## src/rtl/ula_pkg.sv

```systemverilog
// ula_pkg: shared types for the ula_pipe ALU.
//   ULA_OP_W     opcode width
//   ula_op_e     opcode encoding (ULA_ADD .. ULA_MUL)
//   ula_state_e  control states; ST_MUL exists only when ULA_PIPE_MUL_EN is defined
package ula_pkg;

  localparam int unsigned ULA_OP_W = 3;

  typedef enum logic [ULA_OP_W-1:0] {
    ULA_ADD = 3'b000,
    ULA_SUB = 3'b001,
    ULA_AND = 3'b010,
    ULA_OR  = 3'b011,
    ULA_XOR = 3'b100,
    ULA_NOT = 3'b101,
    ULA_SLL = 3'b110,
    ULA_MUL = 3'b111
  } ula_op_e;

`ifdef ULA_PIPE_MUL_EN
  typedef enum logic {
    ST_IDLE = 1'b0,
    ST_MUL  = 1'b1
  } ula_state_e;
`else
  typedef enum logic {
    ST_IDLE = 1'b0
  } ula_state_e;
`endif

endpackage

```

## src/rtl/ula_mul_iter.sv

```systemverilog
// ula_mul_iter: iterative shift-add multiplier, low WIDTH bits of a*b (unsigned).
// Built into ula_pipe only when ULA_PIPE_MUL_EN is defined.
//   clk_i, rst_n_i  clock, async active-low reset
//   start_i         load operands (ignored while busy_o=1)
//   a_i, b_i        operands
//   busy_o          registered, high while stepping
//   done_o          combinational: the step on the coming edge is the last one
//   product_o       value the accumulator takes on the coming edge; final
//                   product when done_o=1
module ula_mul_iter #(
  parameter int unsigned WIDTH = 11
) (
  input  logic             clk_i,
  input  logic             rst_n_i,
  input  logic             start_i,
  input  logic [WIDTH-1:0] a_i,
  input  logic [WIDTH-1:0] b_i,
  output logic             busy_o,
  output logic             done_o,
  output logic [WIDTH-1:0] product_o
);

  localparam int unsigned CNT_W = $clog2(WIDTH);
  localparam logic [CNT_W-1:0] LAST = CNT_W'(WIDTH - 1);

  logic [WIDTH-1:0] r_mcand;
  logic [WIDTH-1:0] r_mplier;
  logic [WIDTH-1:0] r_acc;
  logic [CNT_W-1:0] r_cnt;
  logic             r_busy;
  logic [WIDTH-1:0] w_step;

  // done/product are exposed one step early so the parent can register the
  // result on the WIDTH-th edge after the loading edge.
  assign w_step    = r_acc + (r_mplier[0] ? r_mcand : '0);
  assign busy_o    = r_busy;
  assign done_o    = r_busy && (r_cnt == LAST);
  assign product_o = w_step;

  always_ff @(posedge clk_i or negedge rst_n_i) begin
    if (!rst_n_i) begin
      r_mcand  <= '0;
      r_mplier <= '0;
      r_acc    <= '0;
      r_cnt    <= '0;
      r_busy   <= 1'b0;
    end else if (!r_busy) begin
      if (start_i) begin
        r_mcand  <= a_i;
        r_mplier <= b_i;
        r_acc    <= '0;
        r_cnt    <= '0;
        r_busy   <= 1'b1;
      end
    end else begin
      r_acc    <= w_step;
      r_mcand  <= {r_mcand[WIDTH-2:0], 1'b0};
      r_mplier <= {1'b0, r_mplier[WIDTH-1:1]};
      if (r_cnt == LAST) begin
        r_busy <= 1'b0;
      end else begin
        r_cnt <= r_cnt + 1'b1;
      end
    end
  end

endmodule

```

## src/rtl/ula_pipe.sv

```systemverilog
// ula_pipe: single-issue ALU with registered result and Z/N/C/V flags.
// Macro ULA_PIPE_MUL_EN enables opcode 111 as a WIDTH-cycle iterative multiply;
// without it opcode 111 completes in one cycle with result 0.
//   clk_i, rst_n_i            clock, async active-low reset
//   start_i, op_i             request and opcode (sampled while busy_o=0)
//   operand1_i, operand2_i    operands
//   busy_o                    multiply in progress
//   done_o                    one-cycle pulse: new result_o/flags
//   result_o, z_o,n_o,c_o,v_o registered result and flags
module ula_pipe
  import ula_pkg::*;
#(
  parameter int unsigned WIDTH = 11
) (
  input  logic                clk_i,
  input  logic                rst_n_i,
  input  logic                start_i,
  input  logic [ULA_OP_W-1:0] op_i,
  input  logic [WIDTH-1:0]    operand1_i,
  input  logic [WIDTH-1:0]    operand2_i,
  output logic                busy_o,
  output logic                done_o,
  output logic [WIDTH-1:0]    result_o,
  output logic                z_o,
  output logic                n_o,
  output logic                c_o,
  output logic                v_o
);

  ula_op_e          w_op;
  logic [WIDTH-1:0] w_b_eff;
  logic             w_cin;
  logic [WIDTH:0]   w_sum;
  logic [WIDTH-1:0] w_alu_res;
  logic             w_alu_c;
  logic             w_alu_v;
  logic [WIDTH-1:0] w_fin_res;
  logic             w_fin_c;
  logic             w_fin_v;
  logic             w_capture;

  logic [WIDTH-1:0] r_result;
  logic             r_done;
  logic             r_z;
  logic             r_n;
  logic             r_c;
  logic             r_v;

  assign w_op = ula_op_e'(op_i);

  // SUB reuses the adder as op1 + ~op2 + 1, so carry=1 means no borrow.
  always_comb begin
    w_b_eff = (w_op == ULA_SUB) ? ~operand2_i : operand2_i;
    w_cin   = (w_op == ULA_SUB);
    w_sum   = {1'b0, operand1_i} + {1'b0, w_b_eff} + {{WIDTH{1'b0}}, w_cin};
  end

  always_comb begin
    w_alu_res = '0;
    w_alu_c   = 1'b0;
    w_alu_v   = 1'b0;
    case (w_op)
      ULA_ADD, ULA_SUB: begin
        w_alu_res = w_sum[WIDTH-1:0];
        w_alu_c   = w_sum[WIDTH];
        w_alu_v   = (operand1_i[WIDTH-1] == w_b_eff[WIDTH-1]) &&
                    (w_sum[WIDTH-1] != operand1_i[WIDTH-1]);
      end
      ULA_AND: w_alu_res = operand1_i & operand2_i;
      ULA_OR:  w_alu_res = operand1_i | operand2_i;
      ULA_XOR: w_alu_res = operand1_i ^ operand2_i;
      ULA_NOT: w_alu_res = ~operand1_i;
      ULA_SLL: begin
        w_alu_res = {operand1_i[WIDTH-2:0], 1'b0};
        w_alu_c   = operand1_i[WIDTH-1];
      end
      default: w_alu_res = '0;
    endcase
  end

`ifdef ULA_PIPE_MUL_EN
  ula_state_e       r_state;
  logic             w_mul_start;
  logic             w_mul_busy;
  logic             w_mul_done;
  logic [WIDTH-1:0] w_mul_prod;

  assign w_mul_start = (r_state == ST_IDLE) && start_i && (w_op == ULA_MUL);

  ula_mul_iter #(
    .WIDTH(WIDTH)
  ) u_mul (
    .clk_i    (clk_i),
    .rst_n_i  (rst_n_i),
    .start_i  (w_mul_start),
    .a_i      (operand1_i),
    .b_i      (operand2_i),
    .busy_o   (w_mul_busy),
    .done_o   (w_mul_done),
    .product_o(w_mul_prod)
  );

  // While in ST_MUL the op/operand inputs are don't-care; the result comes
  // from the multiplier and C/V are forced low.
  always_comb begin
    w_capture = ((r_state == ST_IDLE) && start_i && (w_op != ULA_MUL)) ||
                ((r_state == ST_MUL) && w_mul_done);
    w_fin_res = (r_state == ST_MUL) ? w_mul_prod : w_alu_res;
    w_fin_c   = (r_state == ST_MUL) ? 1'b0 : w_alu_c;
    w_fin_v   = (r_state == ST_MUL) ? 1'b0 : w_alu_v;
  end

  assign busy_o = w_mul_busy;
`else
  always_comb begin
    w_capture = start_i;
    w_fin_res = w_alu_res;
    w_fin_c   = w_alu_c;
    w_fin_v   = w_alu_v;
  end

  assign busy_o = 1'b0;
`endif

  always_ff @(posedge clk_i or negedge rst_n_i) begin
    if (!rst_n_i) begin
`ifdef ULA_PIPE_MUL_EN
      r_state  <= ST_IDLE;
`endif
      r_result <= '0;
      r_done   <= 1'b0;
      r_z      <= 1'b0;
      r_n      <= 1'b0;
      r_c      <= 1'b0;
      r_v      <= 1'b0;
    end else begin
`ifdef ULA_PIPE_MUL_EN
      case (r_state)
        ST_IDLE: if (w_mul_start) r_state <= ST_MUL;
        ST_MUL:  if (w_mul_done)  r_state <= ST_IDLE;
        default: r_state <= ST_IDLE;
      endcase
`endif
      r_done <= w_capture;
      if (w_capture) begin
        r_result <= w_fin_res;
        r_z      <= (w_fin_res == '0);
        r_n      <= w_fin_res[WIDTH-1];
        r_c      <= w_fin_c;
        r_v      <= w_fin_v;
      end
    end
  end

  assign result_o = r_result;
  assign done_o   = r_done;
  assign z_o      = r_z;
  assign n_o      = r_n;
  assign c_o      = r_c;
  assign v_o      = r_v;

endmodule

```

## config.mk

```make
export PLATFORM = sky130hd
export DESIGN_NAME = ula_pipe
export DESIGN_NICKNAME = d
export VERILOG_FILES = /design/src/rtl/ula_pkg.sv /design/src/rtl/ula_mul_iter.sv /design/src/rtl/ula_pipe.sv
export SDC_FILE = /design/constraint.sdc
export NUM_CORES = 1
export LEC_CHECK = 0
export ABC_AREA = 0
export ABC_CLOCK_PERIOD_IN_PS = 1090
export BUFFER_PORTS_ARGS = -buffer_cell sky130_fd_sc_hd__buf_4
export CORE_ASPECT_RATIO = 1.75
export CORE_MARGIN = 1
export CORE_UTILIZATION = 30
export DETAILED_ROUTE_END_ITERATION = 7
export SYNTH_ARGS = -nofsm -noshare
export SYNTH_HDL_FRONTEND = slang
export SYNTH_SLANG_ARGS = --single-unit
```

## constraint.sdc

```tcl
create_clock -name clk_i -period 1.09 [get_ports clk_i]
set_clock_uncertainty 0.1 [all_clocks]
set_input_delay 0.0545 -clock clk_i [delete_from_list [all_inputs] [get_ports clk_i]]
set_output_delay 0.0545 -clock clk_i [all_outputs]
set_load 0.02 [all_outputs]
```

[After elaboration in Yosys (flattened, before gate mapping)]
Index checks and enable logic that the tools add are counted.
Storage, ports and cells
  register bits: 16
  input bits: 28
  output and inout bits: 17
  word-level logic and storage cells: 29
Cells by class
  add/sub/neg operators: 2
  equal/unequal tests: 8
  muxes and demuxes: 4
  bitwise logic cells: 5
  reductions and logical operators: 4
Operators by type and width (count)
  case mux 11 bit (6 select lines): 1
  inverter 11 bit: 2
  adder 11 x 11 -> 12 bit: 1
  adder 12 x 1 -> 12 bit: 1
  AND 11 bit: 1
  zero test 11 bit: 1
  two-way mux 11 bit: 1
  bitwise OR 11 bit: 1
  bitwise XOR 11 bit: 1
  == test 3 bit, second input constant: 3
  == test 3 x 2 -> 1 bit, second input constant: 2
  == test 3 x 1 -> 1 bit, second input constant: 1
  zero test 3 bit: 1
  case mux 1 bit (2 select lines): 1
  OR reduction 2 bit: 1
  == test 1 bit: 1
  logical AND 1 bit: 1
  two-way mux 1 bit: 1
  != test 1 bit: 1

[Longest topological paths before layout]
Gate-level depths: netlist of the first run.
  depth in word-level cells: 7
  depth in mapped cells: 15
  gate-level depth less buffers: 12

[Worst setup path after synthesis of the first run]
OpenSTA, ideal clock, no wires.
  kind: input -> register
  start: input port op_i[0]
  end: register r_z, in the netlist z_o
  library setup time: 96 ps
  arrival: 3086 ps
  data required time: 894 ps
  slack: -2192 ps
  stages on the path: 14
  buffers on the path: 4
  cell sequence: buf_2 buf_2 buf_2 and2_1 buf_2 xnor2_1 ha_1 nor3_1 a211oi_4 a221o_2 a41oi_1 o31ai_1 or4_1 o32ai_2
On the way
  cells in the longest elaborated chain, start to end: 6
  elaborated cells on any way between the ends: 13
  those cells by class: add/sub (2); eq/ne (6); mux (2); reduce/logical (3)
RTL lines
  from (decl): RTL line ula_pipe.sv:18  | input logic [ULA_OP_W-1:0] op_i,
  == test 3 x 1 -> 1 bit: RTL line ula_pipe.sv:53, ula_pipe.sv:54, ula_pipe.sv:62
  two-way mux 11 bit: RTL line ula_pipe.sv:53  | w_b_eff = (w_op == ULA_SUB) ? ~operand2_i : operand2_i;
  adder 11 x 11 -> 12 bit: RTL line ula_pipe.sv:55  | w_sum = {1'b0, operand1_i} + {1'b0, w_b_eff} + {{WIDTH{1'b0}}, w_cin};
  adder 12 x 1 -> 12 bit: RTL line ula_pipe.sv:55
  case mux 11 bit (6 select lines) (*): RTL line ula_pipe.sv:62  | case (w_op)
  zero test 11 bit (*): RTL line ula_pipe.sv:147  | r_z <= (w_fin_res == '0);
  to (signal assigned): RTL line ula_pipe.sv:147
  to (decl): RTL line ula_pipe.sv:44  | logic r_z;
Mark *: on every way between the ends. The rest lies on a longest branch, timed or not.
A chain may end at the register's enable or synchronous reset.

[Worst setup path in the final report of the first run]
  start: input port op_i[2]
  end: register r_v, in the netlist v_o
On the way
  cells in the longest elaborated chain, start to end: 7
  elaborated cells on any way between the ends: 10
  those cells by class: add/sub (2); eq/ne (3); mux (2); reduce/logical (3)
RTL lines
  == test 3 x 1 -> 1 bit: RTL line ula_pipe.sv:53, ula_pipe.sv:54, ula_pipe.sv:62
  two-way mux 11 bit: RTL line ula_pipe.sv:53
  adder 11 x 11 -> 12 bit: RTL line ula_pipe.sv:55
  adder 12 x 1 -> 12 bit: RTL line ula_pipe.sv:55
  != test 1 bit: RTL line ula_pipe.sv:67  | (w_sum[WIDTH-1] != operand1_i[WIDTH-1]);
  logical AND 1 bit: RTL line ula_pipe.sv:66  | w_alu_v = (operand1_i[WIDTH-1] == w_b_eff[WIDTH-1]) &&
  two-way mux 1 bit (*): RTL line ula_pipe.sv:62
  to (signal assigned): RTL line ula_pipe.sv:150  | r_v <= w_fin_v;
  to (decl): RTL line ula_pipe.sv:47  | logic r_v;
Marked as above.

==> results of run 1 <==
==> area by class of cell <==
class                      count  area share
inverter                      32      0.0336
timing repair buffer         128       0.281
multi-input combinational    217       0.529
clock buffer                   4      0.0220
tap                           86      0.0301
sequential                    15       0.105
==> through the flow <==
step	cells	setup slack [ns]	total power, mW	hold WS [ns]
after floorplan	282	-1.88	1.61	-0.341
after global placement	465	-1.83	2.29	-0.183
after detailed placement	465	-1.89	2.33	-0.181
after CTS	475	-1.57	3.24	0.0837
after global routing	482	-1.75	3.50	0.100
final	482	-1.58	3.27	0.0825
==> layer usage <==
metal	GRT usage	vias to the layer above
met2	0.334	55
li1	-	1225
met3	0.0137	20
met4	0.0837	0
met5	0	-
met1	0.199	1103
==> placed cells by master, fill, tap and decap left out, types with 2 or more instances in the layout <==
master / synthesis / layout
mux2i_1: 7 / 6
buf_6: 1 / 9
a211oi_4: 1 / 2
clkbuf_16: 0 / 3
o211ai_1: 9 / 9
nand3_1: 2 / 2
a31oi_4: 0 / 2
a31oi_1: 8 / 6
a21oi_2: 0 / 5
o21a_1: 2 / 2
nor3_4: 0 / 2
ha_4: 0 / 3
nor2b_1: 7 / 5
o21ai_2: 0 / 2
nor3_1: 5 / 3
xnor2_2: 0 / 4
and3_1: 3 / 3
nand3b_1: 3 / 3
nor2_1: 29 / 27
buf_4: 2 / 117
xnor2_1: 12 / 7
mux2_2: 3 / 2
dfrtp_1: 15 / 15
inv_1: 32 / 31
a22oi_1: 2 / 2
ha_1: 32 / 29
or4_1: 2 / 2
a21oi_1: 20 / 15
nand2b_1: 4 / 4
a21o_1: 3 / 3
nand2_1: 15 / 15
o21ai_0: 10 / 9
==> how the worst max path moves through the flow <==
stage                                 end
final                     v_o$_DFFE_PN0P_
after global routing      z_o$_DFFE_PN0P_
after global placement    z_o$_DFFE_PN0P_
after detailed placement  z_o$_DFFE_PN0P_
after CTS                 z_o$_DFFE_PN0P_
after floorplan           z_o$_DFFE_PN0P_
==> flip-flops by register name (all words and copies together), names as in the netlist <==
register and cells:
v_o 1, result_o 11, done_o 1, c_o 1
z_o 1
==> where the power goes <==
part / internal (mW) / switching, mW
combinational: 0.984 / 0.904
clock: 0.494 / 0.211
sequential: 0.632 / 0.0425
total: 2.11 / 1.16
==> cell families (layout without fill, tap and decap cells) <==
logic type                 after synthesis  after routing  synth area share
AOI/OAI and AO/OA                       79             79             0.247
xor gates and xnor gates                12             12            0.0471
adders and majority gates               33             33             0.188
buffers and inverters                   50            164            0.0952
DFF                                     15             15             0.168
muxes                                   13             13            0.0751
other                                    1              1           0.00168
and+or+nand+nor                         79             79             0.178
==> repair_timing <==
item	in CTS	in global routing
resized for setup	33	11
setup buffers	6	11
gates cloned	0	0
pin swaps	22	14
endpoints found under the setup margin	14	14
endpoints found under the hold margin	15	0
hold buffers	1	0
==> impl_metrics.tcl, run 1 <==
set metrics [dict create \
    status "complete, but fails checks" \
    violations "negative setup slack" \
    antenna_found_initial 0 \
    grt_use_total 0.180 \
    grt.overflow.total 0 \
    synth_edf_count 0 \
    pin_count 45 \
    place_congestion 0.840 \
    setup_slack_ns -1.58 \
    fin_crit_ns 2.67 \
    maxCapViolCount 0 \
    yosys_warnings 0 \
    cts_sinks 15 \
    stdcell_area_um2 3580 \
    path_clk_slew_ns 0.05 \
    die_width_um 67.2 \
    syn2layout_area_growth_pct 60.3 \
    die_h_um 116 \
    async_flop_share 1.00 \
    dieArea_um2 7810 \
    min_to "done_o$_DFF_PN0_" \
    diodes 0 \
    fmax_ghz 0.375 \
    cp_max_fo 8 \
    htreeDepth 1 \
    firstDrtPassIters 6 \
    ys_seq_area_frac 0.168 \
    clk_latency_ns 0.24 \
    num-fill-cells 703 \
    yosysTopAreaCell "ha_1" \
    period_share 2.45 \
    worstSetupEndpointType "flip-flop" \
    ys_top_cells_by_count "ha_1 (32), inv_1 (32), nor2_1 (29)" \
    netlist_area_um2 2230 \
    highest-signal-layer "met4" \
    start_util 0.311 \
    met1_length_mm 2.58 \
    setup_viol 14 \
    viasPerCell 4.99 \
    multi_input_area_um2 1890 \
    critPathTopFamily "compound AO/OA/AOI/OAI gates" \
    yosys-top-cells-area "ha_1 (18%), dfrtp_1 (17%), inv_1 (5.4%)" \
    syn-mean-instance-area_um2 7.92 \
    regArea_um2 375 \
    wire_per_inst_um 13.5 \
    peakVddDrop_mv 0.708 \
    io_buffers 43 \
    r2r_setup_slack_ns 0.20 \
    hp-start "start_i" \
    slew_violations 0 \
    cts_tree "built" \
    startpoint_type "input port" \
    hpwlAfterDp_mm 5.18 \
    leakagePower_nw 1.73 \
    cp_num_buf_inv 4 \
    crit_path_max_incr_delay_ns 0.36 \
    rows 41 \
    grt_max_degree 40 \
    crit_path_start "op_i[2]" \
    wl_mm 6.52 \
    worstSetupPathType "in2reg" \
    cp_common_cell "buf_6" \
    yosysTopAreaCellShare 0.179 \
    ys.flop_type "dfrtp_1" \
    core_um2 7180 \
    route.vias.total 2403 \
    post-route-drc-count 0 \
    nets 458 \
    arrival_ns 2.71 \
    fin_util 0.498 \
    p_per_area_nw_per_um2 913 \
    slowest_stage "o41a_1" \
    dr_wl_met2_mm 3.57 \
    worstReg2RegStart "result_o[10]$_DFFE_PN0P_" \
    critical_path_cell_count 15 \
    route.met3.wl_um 154 \
    crit_required_ns 1.13 \
    ant_nets 0 \
    grt_first_pass_wirelength_mm 10.9 \
    worstHoldPathType "in2reg" \
    syn-instance-count 282 \
    holdPathStages 2 \
    place_area_um2 3180 \
    crit_path_cell_trace "buf_8, nor2_4, and2_4, buf_6, xnor2_4, ha_4, nor2b_4, o31a_1, o41a_1, buf_4, a31oi_4, buf_6, o21bai_4, xnor2_2, o41ai_1" \
    rsz0062_at_grt "true" \
    cts-root-buf "clkbuf_16" \
    r2r_cells 1 \
    tns_ns -15.07 \
    clk_path_buf_depth 2 \
    r2r_end "result_o[10]$_DFFE_PN0P_" \
    syn_nets 343 \
    cts_made_buffers 3 \
    drive_gt1_frac 0.439 \
    synth.ff_latch_count 15 \
    hold_viol_final 0 \
    drtIter0Drc 127 \
    ys_types 61 \
    grt_pass1_vias 2457 \
]
Power figures use the tool's default switching activity.
==> run 2, diff against run 1 <==
- BUFFER_PORTS_ARGS: -buffer_cell sky130_fd_sc_hd__buf_4 -> -buffer_cell sky130_fd_sc_hd__buf_2
==> run 2 against run 1 <==
Compared with the run above:
- the flow still finishes with violations (negative setup slack)
- register-to-register slack better by 0.02 ns
- fmax shrank 0.47%
- via count rose by 1.9%
- power down 1.7%
- sequential cell count is the same
- routed wire length up 1.6%
- final cell count up 2.1%
- sequential power down 0.9%
- die area unchanged
- worst setup slack worse by 0.013 ns
- global-route usage shrank 0.17 points
- clock-buffer cell count unchanged
- critical endpoint is now result_o[10]$_DFFE_PN0P_
- largest cell class unchanged
==> impl_metrics.tcl, run 2 (same netlist as run 1, synthesis figures left out) <==
set metrics [dict create \
    status "complete, but fails checks" \
    violations "negative setup slack" \
    firstDrtPassIters 4 \
    hold_viol_final 0 \
    ant_nets 0 \
    cp_max_fo 5 \
    maxCapViolCount 0 \
    cp-endpoint "result_o[10]$_DFFE_PN0P_" \
    multi_input_area_um2 1870 \
    cts_made_buffers 3 \
    io_buffers 43 \
    fmax_ghz 0.373 \
    path_clk_slew_ns 0.04 \
    rsz0062_at_grt "true" \
    dp_slack_ns -1.93 \
    worstSetupEndpointType "flip-flop" \
    viasPerCell 4.98 \
    die_width_um 67.2 \
    dieArea_um2 7810 \
    core_um2 7180 \
    clk_latency_ns 0.24 \
    fin_util 0.496 \
    r2r_end "result_o[10]$_DFFE_PN0P_" \
    place_congestion 0.853 \
    cts_tree "built" \
    r2r_setup_slack_ns 0.22 \
    pin_count 45 \
    grt_first_pass_wirelength_mm 10.8 \
    worstHoldPathType "in2reg" \
    drtIter0Drc 77 \
    wl_mm 6.62 \
    slew_violations 0 \
    stdcell_area_um2 3560 \
    leakagePower_nw 1.74 \
    dpl.cell_count 476 \
    gr-max-usage-layer "met2" \
    grt.overflow.total 0 \
    die_h_um 116 \
    fin_hold_ws_ns 0.0832 \
    num-fill-cells 725 \
    cts-root-buf "clkbuf_16" \
    setup_viol 14 \
    layout_common_cells "buf_4 (86), buf_2 (39), inv_1 (32)" \
    syn2layout_area_growth_pct 59.4 \
    grt_max_degree 24 \
    arrival_ns 2.71 \
    worstReg2RegStart "result_o[10]$_DFFE_PN0P_" \
    grtUsageMet2 0.345 \
    post-route-drc-count 0 \
    use_met1 0.192 \
    largest_reg_flops 11 \
    start_util 0.311 \
    place_area_um2 3160 \
    regArea_um2 375 \
    htreeDepth 1 \
    route.vias.total 2448 \
    rows 41 \
    startpoint_type "input port" \
    period_share 2.46 \
    cts_sinks 15 \
    r2r_cells 1 \
    worstSetupPathType "in2reg" \
    wire_per_inst_um 13.5 \
    drive_gt1_frac 0.448 \
    fin_cells 492 \
    grt_pass1_vias 2452 \
    grtUsageMet3 0.0107 \
    fin_crit_ns 2.68 \
    peakVddDrop_mv 0.446 \
    clk_path_buf_depth 2 \
    p_per_area_nw_per_um2 902 \
    setup_slack_ns -1.59 \
    grt_use_total 0.178 \
    crit_path_start "op_i[1]" \
    diodes 0 \
    nets 468 \
    crit_required_ns 1.12 \
    antenna_found_initial 0 \
    final_common_cell "buf_4" \
    hpwlAfterDp_mm 5.38 \
]
[run 2: metal layers]
layer,vias up,share of wire
met5,-,0
met4,0,0.026
met3,10,0.021
met2,41,0.55
met1,1147,0.40
li1,1250,-
[run 2: how the worst min path moves through the flow]
stage,startpoint,end,slack [ns],cells past startpoint
after floorplan,rst_n_i,c_o$_DFFE_PN0P_,-0.34,0
after global placement,rst_n_i,v_o$_DFFE_PN0P_,-0.13,1
after detailed placement,rst_n_i,v_o$_DFFE_PN0P_,-0.13,1
after CTS,start_i,done_o$_DFF_PN0_,0.08,2
after global routing,start_i,done_o$_DFF_PN0_,0.11,2
final,start_i,done_o$_DFF_PN0_,0.08,2
[run 2: repair_timing]
item / CTS / global route
setup buffers: 12 / 3
hold endpoints to repair: 15 / 0
endpoints found under the setup margin: 14 / 14
pin swaps: 19 / 4
hold buffers: 1 / 0
resized for setup: 39 / 7
[run 2: worst max-delay path, cell delays in order]
cell     delay, ns
buf_8         0.10
nor2_4        0.10
and2_4        0.21
buf_12        0.13
xnor2_4       0.12
ha_4          0.23
nor2b_4       0.12
o31a_1        0.29
o41a_1        0.42
buf_4         0.16
a31oi_4       0.16
mux2i_1       0.24
o21ai_2       0.10
mux2_4        0.27
[run 2: area by class of cell]
| class | instances | share of cell area |
|---|---|---|
| flip-flops and latches | 15 | 0.105 |
| well taps | 86 | 0.0302 |
| repair buffers | 138 | 0.284 |
| clock buffers | 4 | 0.0221 |
| multi-input cells | 217 | 0.525 |
| inverters | 32 | 0.0337 |
[run 2: where the power goes]
| group | total [mW] | leakage [nW] | internal [mW] | switching [mW] |
|---|---|---|---|---|
| Sequential | 0.669 | 0.179 | 0.632 | 0.0369 |
| Clock | 0.696 | 0.0382 | 0.493 | 0.203 |
| Combinational | 1.85 | 1.53 | 0.943 | 0.905 |
| Total | 3.21 | 1.74 | 2.07 | 1.14 |
[run 2: metrics by stage]
stage | total power [mW] | TNS (ns)
after floorplan | 1.61 | -17.54
after global placement | 2.24 | -18.88
after detailed placement | 2.28 | -19.41
after CTS | 3.18 | -14.91
after global routing | 3.43 | -16.45
final | 3.21 | -14.95
==> run 3, diff against run 2 <==
- CORE_MARGIN: 1 -> unset
- RECOVER_POWER: unset -> 25
==> run 3 against run 2 <==
Compared with the run above:
- the run still ends with negative setup slack left
- worst setup slack lost 0.00059 ns
- die area is the same
- clock power is essentially flat
- routed wire length shrank 0.17%
- first-iteration DRC count is the same
- core utilization shrank 0.052 points
- non-clock buffer count is the same
- critical path depth is the same
- via count is the same
- sequential share of layout area is essentially flat
- sequential cell count is the same
- sequential power is essentially flat
- critical path type unchanged
==> impl_metrics.tcl, run 3 (same netlist as run 1, synthesis figures left out) <==
set metrics [dict create \
    arrival_ns 2.71 \
    diodes 0 \
    io_buffers 43 \
    cp_max_fo 5 \
    antenna_found_initial 0 \
    pin_count 45 \
    ant_nets 0 \
    layout_common_cells "buf_4 (85), buf_2 (38), inv_1 (32)" \
    wire_per_inst_um 13.4 \
    maxCapViolCount 0 \
    violations "negative setup slack" \
    r2r_cells 1 \
    fin_cells 492 \
    rsz0062_at_grt "true" \
    clk_path_buf_depth 2 \
    tns_ns -15.14 \
    largest_reg_flops 11 \
    die_h_um 116 \
    multi_input_area_um2 1870 \
    crit_path_cell_trace "buf_8, nor2_4, and2_4, buf_12, xnor2_4, ha_4, nor2b_4, o31a_1, o41a_1, buf_4, a31oi_4, mux2i_1, o21ai_2, mux2_4" \
    cts_made_buffers 3 \
    htreeDepth 1 \
    grt.overflow.total 0 \
    worstSetupPathType "in2reg" \
    cts_sinks 15 \
    power.total_mw 3.21 \
    slew_violations 0 \
    startpoint_type "input port" \
    fin_crit_ns 2.68 \
    route.vias.total 2448 \
    viasPerCell 4.98 \
    regArea_um2 375 \
    post-route-drc-count 0 \
    path_clk_slew_ns 0.04 \
    leakagePower_nw 1.74 \
    start_util 0.311 \
    core_um2 7180 \
    hpwlAfterDp_mm 5.38 \
    grt_use_total 0.178 \
    setup_viol 14 \
    worstSetupEndpointType "flip-flop" \
    cts-root-buf "clkbuf_16" \
    setup_slack_ns -1.59 \
    dieArea_um2 7810 \
    status "complete, but fails checks" \
    period_share 2.46 \
    dp_slack_ns -1.93 \
    drive_gt1_frac 0.446 \
    clk_latency_ns 0.24 \
    p_per_area_nw_per_um2 903 \
    final_common_cell "buf_4" \
    die_width_um 67.2 \
    wl_mm 6.61 \
    num-fill-cells 725 \
    worstMarginPinSlew_ns 0.809 \
    fmax_ghz 0.373 \
    place_congestion 0.853 \
    drtIter0Drc 77 \
    grt_pass1_vias 2452 \
    grt_first_pass_wirelength_mm 10.8 \
    nets 468 \
    peakVddDrop_mv 0.447 \
    rows 41 \
    slew_headroom 0.460 \
    slowest_stage "o41a_1" \
    crit_required_ns 1.12 \
    crit_path_max_incr_delay_ns 0.42 \
    dpl.cell_count 476 \
    grt_max_degree 24 \
    syn2layout_area_growth_pct 59.3 \
    worstHoldPathType "in2async" \
    cts_tree "built" \
    firstDrtPassIters 4 \
    hold_viol_final 0 \
]
[run 3: cell types whose count changed in the layout (fill, tap and decap cells not counted)]
| cell | delta |
|---|---|
| clkbuf_1 | +1 |
| buf_4 | -1 |
| buf_2 | -1 |
| clkbuf_2 | +1 |
[run 3: layout make-up]
| class | instances | share of cell area |
|---|---|---|
| Sequential cell | 15 | 0.106 |
| Inverter | 32 | 0.0338 |
| Multi-Input combinational cell | 217 | 0.525 |
| Clock buffer | 4 | 0.0222 |
| Timing Repair Buffer | 138 | 0.283 |
| Tap cell | 86 | 0.0302 |
[run 3: metrics by stage]
stage | hold slack, ns | util | area [um2]
2_1_floorplan | -0.341 | - | 2340
3_3_place_gp | -0.130 | 0.440 | 3160
3_5_place_dp | -0.125 | 0.440 | 3160
4_1_cts | 0.0823 | 0.486 | 3490
5_1_grt | 0.203 | 0.495 | 3560
6_report | 0.157 | 0.495 | 3560
[run 3: what timing repair did]
item,in CTS,in global routing
hold buffers,1,0
setup endpoints to repair,14,14
resized for setup,39,7
setup buffers,12,3
pin swaps,19,4
cloned,0,0
hold endpoints to repair,15,0
[run 3: routing by layer]
| layer | global-route usage | wire, um |
|---|---|---|
| met1 | 0.192 | 2660 |
| met4 | 0.0695 | 173 |
| met2 | 0.345 | 3640 |
| met3 | 0.0107 | 137 |
| met5 | 0 | 0 |
[run 3: path summary, 6_finish.rpt]
path / start / end / slack, ns
setup / recovery: op_i[1] / result_o[10]$_DFFE_PN0P_ / -1.59
hold / removal: rst_n_i / v_o$_DFFE_PN0P_ / 0.16
setup reg to reg: result_o[10]$_DFFE_PN0P_ / result_o[10]$_DFFE_PN0P_ / 0.22
hold reg to reg: result_o[3]$_DFFE_PN0P_ / result_o[3]$_DFFE_PN0P_ / 0.37
max in group asynchronous: rst_n_i / result_o[1]$_DFFE_PN0P_ / 0.47
min in group clk_i: operand1_i[10] / v_o$_DFFE_PN0P_ / 0.17
[run 3: worst max-delay path, delay by kind of cell]
family	cells	cell delay, ns
buffers and inverters	3	0.39
adder cells (fa/ha/maj)	1	0.23
XOR/XNOR	1	0.12
multiplexers	2	0.51
AND/OR/NAND/NOR	3	0.43
AO/OA/AOI/OAI	4	0.97
[run 3: power breakdown]
part           leakage [nW]  total [mW]  switching, mW  internal [mW]
Clock                0.0382       0.697          0.203          0.493
Combinational          1.52        1.85          0.905          0.941
Sequential            0.179       0.669         0.0368          0.632
Total                  1.74        3.21           1.14           2.07
